## config.mk

```make
export PLATFORM = sky130hd
export DESIGN_NAME = mdu_div_issue
export DESIGN_NICKNAME = d
export VERILOG_FILES = /design/src/rtl/mdu_div_issue.sv
export SDC_FILE = /design/constraint.sdc
export NUM_CORES = 1
export LEC_CHECK = 0
export CAP_MARGIN = 20
export CORE_ASPECT_RATIO = 0.5
export CORE_MARGIN = 8
export CORE_UTILIZATION = 52
export CTS_CLUSTER_DIAMETER = 100
export CTS_CLUSTER_SIZE = 12
export DETAILED_ROUTE_END_ITERATION = 10
export PLACE_DENSITY = 0.81
export SETUP_SLACK_MARGIN = 0.3
export SYNTH_ARGS = -nofsm -noshare
export SYNTH_HDL_FRONTEND = slang
export SYNTH_SLANG_ARGS = --single-unit
```

## constraint.sdc

```tcl
create_clock -name i_clk -period 2.95 [get_ports i_clk]
set_input_delay 0.295 -clock i_clk [delete_from_list [all_inputs] [get_ports i_clk]]
set_output_delay 0.295 -clock i_clk [all_outputs]
set_load 0.005 [all_outputs]
```

## src/rtl/mdu_div_issue.sv

```systemverilog
// Issue/control stage for an external multi-cycle divider (RV32M DIV/DIVU/REM/REMU).
// Special cases and repeated operand pairs complete in one cycle without starting the divider.
module mdu_div_issue #(
  parameter int WIDTH = 32
) (
  input  logic             i_clk,
  input  logic             i_rst,
  input  logic             i_flush,
  input  logic             i_valid,
  input  logic [2:0]       i_funct3,
  input  logic [WIDTH-1:0] i_rs1,
  input  logic [WIDTH-1:0] i_rs2,
  output logic             o_stall,
  output logic             o_valid,
  output logic [WIDTH-1:0] o_result,
  output logic             o_div_start,
  output logic             o_div_flush,
  output logic             o_div_signed,
  output logic [WIDTH-1:0] o_div_dividend,
  output logic [WIDTH-1:0] o_div_divisor,
  input  logic             i_div_busy,
  input  logic             i_div_end_valid,
  input  logic [WIDTH-1:0] i_div_quotient,
  input  logic [WIDTH-1:0] i_div_remainder
);

  typedef enum logic [1:0] {IDLE, START, WAIT, DONE} state_t;

  localparam logic [WIDTH-1:0] INT_MIN = {1'b1, {(WIDTH-1){1'b0}}};

  state_t           state_reg, state_next;
  logic [WIDTH-1:0] rs1_reg, rs2_reg, result_reg;
  logic             signed_reg, rem_reg;
  logic             cache_valid_reg, cache_signed_reg;
  logic [WIDTH-1:0] cache_rs1_reg, cache_rs2_reg, cache_quot_reg, cache_rem_reg;

  logic             request, req_signed, req_rem;
  logic             div_zero, overflow, cache_hit;
  logic [WIDTH-1:0] fast_result;
  logic             load_ops, fast_load, capture;

  assign request    = i_valid & i_funct3[2];
  assign req_signed = ~i_funct3[0];
  assign req_rem    = i_funct3[1];
  assign div_zero   = (i_rs2 == '0);
  assign overflow   = req_signed & (i_rs1 == INT_MIN) & (i_rs2 == '1);
  assign cache_hit  = cache_valid_reg & (i_rs1 == cache_rs1_reg) &
                      (i_rs2 == cache_rs2_reg) & (req_signed == cache_signed_reg);

  always_comb begin
    fast_result = req_rem ? cache_rem_reg : cache_quot_reg;
    if (div_zero) begin
      fast_result = req_rem ? i_rs1 : '1;
    end else if (overflow) begin
      fast_result = req_rem ? '0 : INT_MIN;
    end
  end

  always_comb begin
    state_next = state_reg;
    load_ops   = 1'b0;
    fast_load  = 1'b0;
    capture    = 1'b0;
    case (state_reg)
      IDLE: begin
        if (request) begin
          if (div_zero | overflow | cache_hit) begin
            state_next = DONE;
            fast_load  = 1'b1;
          end else if (!i_div_busy) begin
            state_next = START;
            load_ops   = 1'b1;
          end
        end
      end
      START: state_next = WAIT;
      WAIT: begin
        if (i_div_end_valid) begin
          state_next = DONE;
          capture    = 1'b1;
        end
      end
      DONE:    state_next = IDLE;
      default: state_next = IDLE;
    endcase
    // A flush kills whatever is in flight, including a result arriving this cycle.
    if (i_flush) begin
      state_next = IDLE;
      load_ops   = 1'b0;
      fast_load  = 1'b0;
      capture    = 1'b0;
    end
  end

  always_ff @(posedge i_clk) begin
    if (!i_rst) begin
      state_reg <= IDLE;
    end else begin
      state_reg <= state_next;
    end
  end

  always_ff @(posedge i_clk) begin
    if (!i_rst) begin
      rs1_reg          <= '0;
      rs2_reg          <= '0;
      signed_reg       <= 1'b0;
      rem_reg          <= 1'b0;
      result_reg       <= '0;
      cache_valid_reg  <= 1'b0;
      cache_signed_reg <= 1'b0;
      cache_rs1_reg    <= '0;
      cache_rs2_reg    <= '0;
      cache_quot_reg   <= '0;
      cache_rem_reg    <= '0;
    end else begin
      if (load_ops) begin
        rs1_reg    <= i_rs1;
        rs2_reg    <= i_rs2;
        signed_reg <= req_signed;
        rem_reg    <= req_rem;
      end
      if (fast_load) begin
        result_reg <= fast_result;
      end
      if (capture) begin
        result_reg       <= rem_reg ? i_div_remainder : i_div_quotient;
        cache_valid_reg  <= 1'b1;
        cache_signed_reg <= signed_reg;
        cache_rs1_reg    <= rs1_reg;
        cache_rs2_reg    <= rs2_reg;
        cache_quot_reg   <= i_div_quotient;
        cache_rem_reg    <= i_div_remainder;
      end
    end
  end

  assign o_valid        = (state_reg == DONE) & ~i_flush;
  assign o_stall        = request & ~o_valid;
  assign o_result       = result_reg;
  assign o_div_start    = (state_reg == START);
  assign o_div_flush    = i_flush & ((state_reg == START) | (state_reg == WAIT));
  assign o_div_signed   = signed_reg;
  assign o_div_dividend = rs1_reg;
  assign o_div_divisor  = rs2_reg;

endmodule
```

Yosys cells after proc, flatten, opt, wreduce, memory -nomap -nowiden
Index checks and enable logic that the tools add are counted.

operators by class
  $add $sub $neg = 0
  $mul = 0
  div/mod/pow operators = 0
  magnitude comparators = 0
  equality and inequality tests = 11
  shift operators = 0
  multiplexer cells = 25
  bitwise operators = 16
  reduce and logical (&&, ||, !) cells = 5

operators with widths
  cell                                                                    number
  32-bit two-way mux                                                      8
  32-bit equality test                                                    2
  32-bit equality test (second input constant)                            2
  32-bit logical NOT                                                      1
  1-bit two-way mux                                                       12
  1-bit AND                                                               9
  2-bit two-way mux                                                       4
  2-bit case mux with 4 select lines                                      1
  2-bit equality test (second input constant)                             2
  2-bit inequality test (second input constant)                           2
  1-bit inverter                                                          4
  3-bit inequality test (second input constant)                           1
  1-bit bitwise OR                                                        3
  3-bit AND reduction                                                     1
  2-bit by 1-bit equality test with 1-bit output (second input constant)  1
  2-bit logical NOT                                                       1
  2-bit nonzero test                                                      1
  2-bit OR reduction                                                      1
  1-bit equality test                                                     1

storage, ports and cells
  register bits = 230
  latch bits = 0
  memory bits (writable) = 0
  ROM bits = 0
  bits of input ports = 137
  output and inout port bits = 101
  logic and storage cells = 69
  memories kept = 0

Depth between registers and ports, before layout
  word-level depth = 11
  depth in mapped cells = 10
  mapped depth without buffers = 8

Worst setup path after synthesis
OpenSTA, ideal clock, no wires.

  kind = in2reg
  from = input port i_rs1[23]
  to = register result_reg[13], in the netlist o_result[13]
  setup time = 0.116 ns
  arrival = 2.235 ns
  data required time = 2.834 ns
  setup slack = 0.599 ns
  cell stages on the path = 8
  buffers on the path = 1
  cells stage by stage = or4_1 nor4_1 and4_1 a21o_2 a21oi_2 buf_6 or4_1 o211a_1

on the way
  word-level cells in the longest chain between the ends = 10
  elaborated cells on any way between the ends = 18
  those cells by class = eq/ne (2); mux (8); bitwise (7); reduce/logical (1)

RTL lines
  what                                           RTL line  RTL
  start: declaration                             11        input logic [WIDTH-1:0] i_rs1,
  32-bit equality test (on tied branches)        46, 47
  1-bit AND (on tied branches) (2 in series)     46, 47
  1-bit bitwise OR or 1-bit AND (tied branches)  67, 48
  1-bit bitwise OR                               67        if (div_zero | overflow | cache_hit) begin
  1-bit two-way mux                              67
  1-bit two-way mux                              66        if (request) begin
  1-bit two-way mux                              64        case (state_reg)
  1-bit two-way mux                              87        if (i_flush) begin
  2-bit nonzero test (no source line)            n/a
  end signal: assignment                         124       result_reg <= fast_result;
  end signal: assignment                         127       result_reg <= rem_reg ? i_div_remainder : i_div_quotient;
  end: declaration                               32        logic [WIDTH-1:0] rs1_reg, rs2_reg, result_reg;

Several ways; a longest one is shown, not always the timed one. The select of a mux whose other input is x is not followed.
A chain may end at the register's enable or synchronous reset.

Worst setup path after layout
  from = input port i_rs1[6]
  to = register result_reg[24], in the netlist o_result[24]

The elaborated chain is that of the path after synthesis.

==> flow_summary_export.csv <==
group,metric,value,unit
layout,layoutNonFillerInstCount,1988,
floorplan,start_util,52.9,%
logic_synthesis,avgSynthCellArea,8.14,sq um
logic_synthesis,yosys_warnings,0,
grt,grt_start_max_net_pins,123,
drt,routed_wl,42.4,mm
run_status,status,"completed",
grt,met1_usage,39.8,%
logic_synthesis,synth_seq_area_share,40.2,%
layout,layout_commonest_cell,"nand2_1",
pwr,power_frac_clock,39.9,%
layout,final_cell_mix,"nand2_1 (451), clkdlybuf4s50_1 (231), dfxtp_1 (225), a21boi_0 (140), mux2i_1 (117)",
hold_path,holdPathStages,4,
place,dp_cells,1958,
sta,rsz0062_at_grt,"false",
floorplan,num_rows,38,
logic_synthesis,synthFlopType,"dfxtp_1",
grt,grt_util_met2,48.8,%
sta,slew_viol_final,0,
logic_synthesis,synth_edf_count,0,
sta,timing.final.ws_setup,0.318,ns
grt,grt_usage,29.8,%
pwr,p_sw,1.59,mW
drt,num_vias,11400,
hold_path,hp-class,"in -> reg",
logic_synthesis,synth.net_count,1548,
place,dp_hpwl,31.4,mm
floorplan,die_x,226,um
hold_path,hold_end,"o_div_divisor[5]",
floorplan,die_area,27300,sq um
grt,top_usage_layer,"met2",
pwr,power_frac_seq,48.4,%
clock_tree,cts_max_level,1,
logic_synthesis,ys_types,51,
logic_synthesis,synthTopCellsByArea,"dfxtp_1 (40%), nand2_1 (15%), mux2i_1 (10%), a21boi_0 (9.2%), clkbuf_1 (2.8%)",
grt,use_met3,6.20,%
grt,grt.overflow.total,0,
drt,viasPerCell,5.75,
pwr,power_frac_comb,11.7,%
worst_setup_path,rrSetupSlack,0.35,ns
clock_tree,clock_path_buffers,3,
worst_setup_path,crit_slowest_cell,"clkdlybuf4s50_1",
logic_synthesis,yosys.area.top_type_share,40.2,%
floorplan,core-area,21600,sq um
logic_synthesis,syn_area,11400,sq um
clock_tree,cts.sinks,230,
worst_setup_path,cp_cell_sequence,"clkdlybuf4s50_1 > or4_1 > nor4_1 > and4_1 > and2_1 > buf_4 > o21ai_0 > or4_1 > o211a_1",
sta,setup_viol,0,
pwr,internal_power,4.91,mW
layout,syn2layout_area_growth,36.5,%
worst_setup_path,r2r-end,"o_result[4]",
drt,wl_per_cell,21.3,um
drt,antenna_left,0,
worst_setup_path,crit_type,"in -> reg",
clock_tree,cts_tree,"yes",
pwr,power_density,416,nW/um^2
sta,fmax,380,MHz
worst_setup_path,worstSetupEndpointType,"register",
logic_synthesis,synthArstFlopShare,0,%
worst_setup_path,slowest_delay,0.57,ns
worst_setup_path,required,3.37,ns
grt,grt_pass1_wl,65.2,mm
drt,first_pass_iters,5,
sta,skew,0.0187,ns
pwr,leakagePower,5.46,nW
worst_setup_path,crit_top_cell,"or4_1",
hold_path,hold_start,"i_rs2[5]",
pwr,ir_worst_vdd,478,uV
worst_setup_path,critPathArrivalTime,3.05,ns
layout,final_nets,1828,
place,placed_area,14800,sq um
pwr,swShare,24.5,%
clock_tree,clock_latency,0.53,ns
grt,grt_pass1_vias,11400,
worst_setup_path,reg2reg_depth,8,
worst_setup_path,crit_start,"i_rs1[6]",
grt,antenna_found_initial,1,
sta,hold_viol_final,0,
worst_setup_path,critPathMaxFanout,10,
flow_run,cap_violations,0,
place,port_buffers,237,
worst_setup_path,r2r-start,"cache_rs2_reg[17]",
logic_synthesis,ys_seq_elements,230,
place,post-place-ws,-0.461,ns
drt,drt_iter0_drc,980,
clock_tree,root_buffer,"clkbuf_16",
layout,drive_gt1_share,11.1,%
clock_tree,clk_pin_slew_worst_paths,0.06,ns
drt,drc,0,
sta,slew_headroom,46.6,%
sta,tightest_slew,0.801,ns
layout,design_area,15600,sq um
place,gp_congestion,0.988,
sta,finalCritPeriodShare,89.2,%
clock_tree,cts_inserted_buffers,23,
logic_synthesis,synth_cells,1406,
logic_synthesis,synth_top_area_cell,"dfxtp_1",
floorplan,io_pins,238,
worst_setup_path,cp-start-kind,"input pin",
sta,finalCriticalPeriod,2.63,ns
floorplan,die_height,121,um
## layout make-up
cell class                 instances  area [sq um]
timing repair buffer             357          3400
clock inverter                     2          20.0
sequential                       230          4610
fill                            1691          6010
antenna                            2          5.00
tap                              300           375
multi-input combinational       1065          6600
clock buffer                      23           576
inverter                           9          33.8
## how the worst max path moves through the flow
stage,end,slack [ns]
5_1_grt,o_result[4],0.30
3_5_place_dp,o_result[24],-0.46
4_1_cts,o_result[24],0.31
6_report,o_result[24],0.32
2_1_floorplan,o_result[13],0.60
3_3_place_gp,o_result[15],-0.42
## layer usage
metal | vias up | wire [um]
met5 | - | 0
met4 | 0 | 1180
met3 | 90 | 3470
met2 | 445 | 19600
met1 | 5539 | 18100
li1 | 5358 | -
## kinds of logic (layout without fill, tap and decap cells)
kind of cell / Yosys count / in the layout / share of synthesized area (%)
AND/OR/NAND/NOR: 632 / 632 / 25.0
AO/OA/AOI/OAI: 260 / 261 / 16.0
flip-flops: 230 / 230 / 40.2
multiplexers: 118 / 118 / 10.3
buffers and inverters: 112 / 391 / 4.13
XOR/XNOR: 49 / 49 / 3.75
adder cells (fa/ha/maj): 5 / 5 / 0.547
other: 0 / 2 / 0
## what timing repair did
action / in CTS / in global routing
pin swaps: 2 / 9
gates resized for setup: 11 / 29
setup endpoints to repair: 100 / 82
buffers inserted: 0 / 2
hold buffers: 0 / 0
gates cloned: 0 / 1
endpoints found under the hold margin: 0 / 0
## power groups by stage
stage,logic [mW],registers (mW),clock network [mW]
6_report,0.758,3.15,2.60
5_1_grt,0.796,3.15,2.74
4_1_cts,0.737,3.15,2.63
3_5_place_dp,0.727,3.22,0
3_3_place_gp,0.720,3.22,0
2_1_floorplan,0.253,3.21,0
## metrics by stage
step	utilization, %	hold WS (ns)	TNS (ns)	power [mW]
after global placement	68.3	0.448	-31.93	3.94
final	72.2	0.260	0	6.50
after CTS	71.4	0.285	0	6.51
after detailed placement	68.3	0.454	-33.77	3.94
after global routing	72.2	0.269	0	6.69
after floorplan	-	0.437	0	3.46
## critical path, delay by kind of cell
kind / cells / cell delay, ns
compound gates: 2 / 0.24
buf+inv: 2 / 0.78
simple gates: 5 / 1.73
## synthesized netlist by cell type, drive strengths merged, types with 17 or more instances
cell type / n
a21boi: 140
o22ai: 41
mux2i: 117
nand2: 451
nand4: 27
xor2: 17
nor2b: 36
dfxtp: 230
nand2b: 26
o21ai: 38
nor4: 25
buf: 17
clkbuf: 86
or4: 18
xnor2: 32
Power figures use the tool's default switching activity.
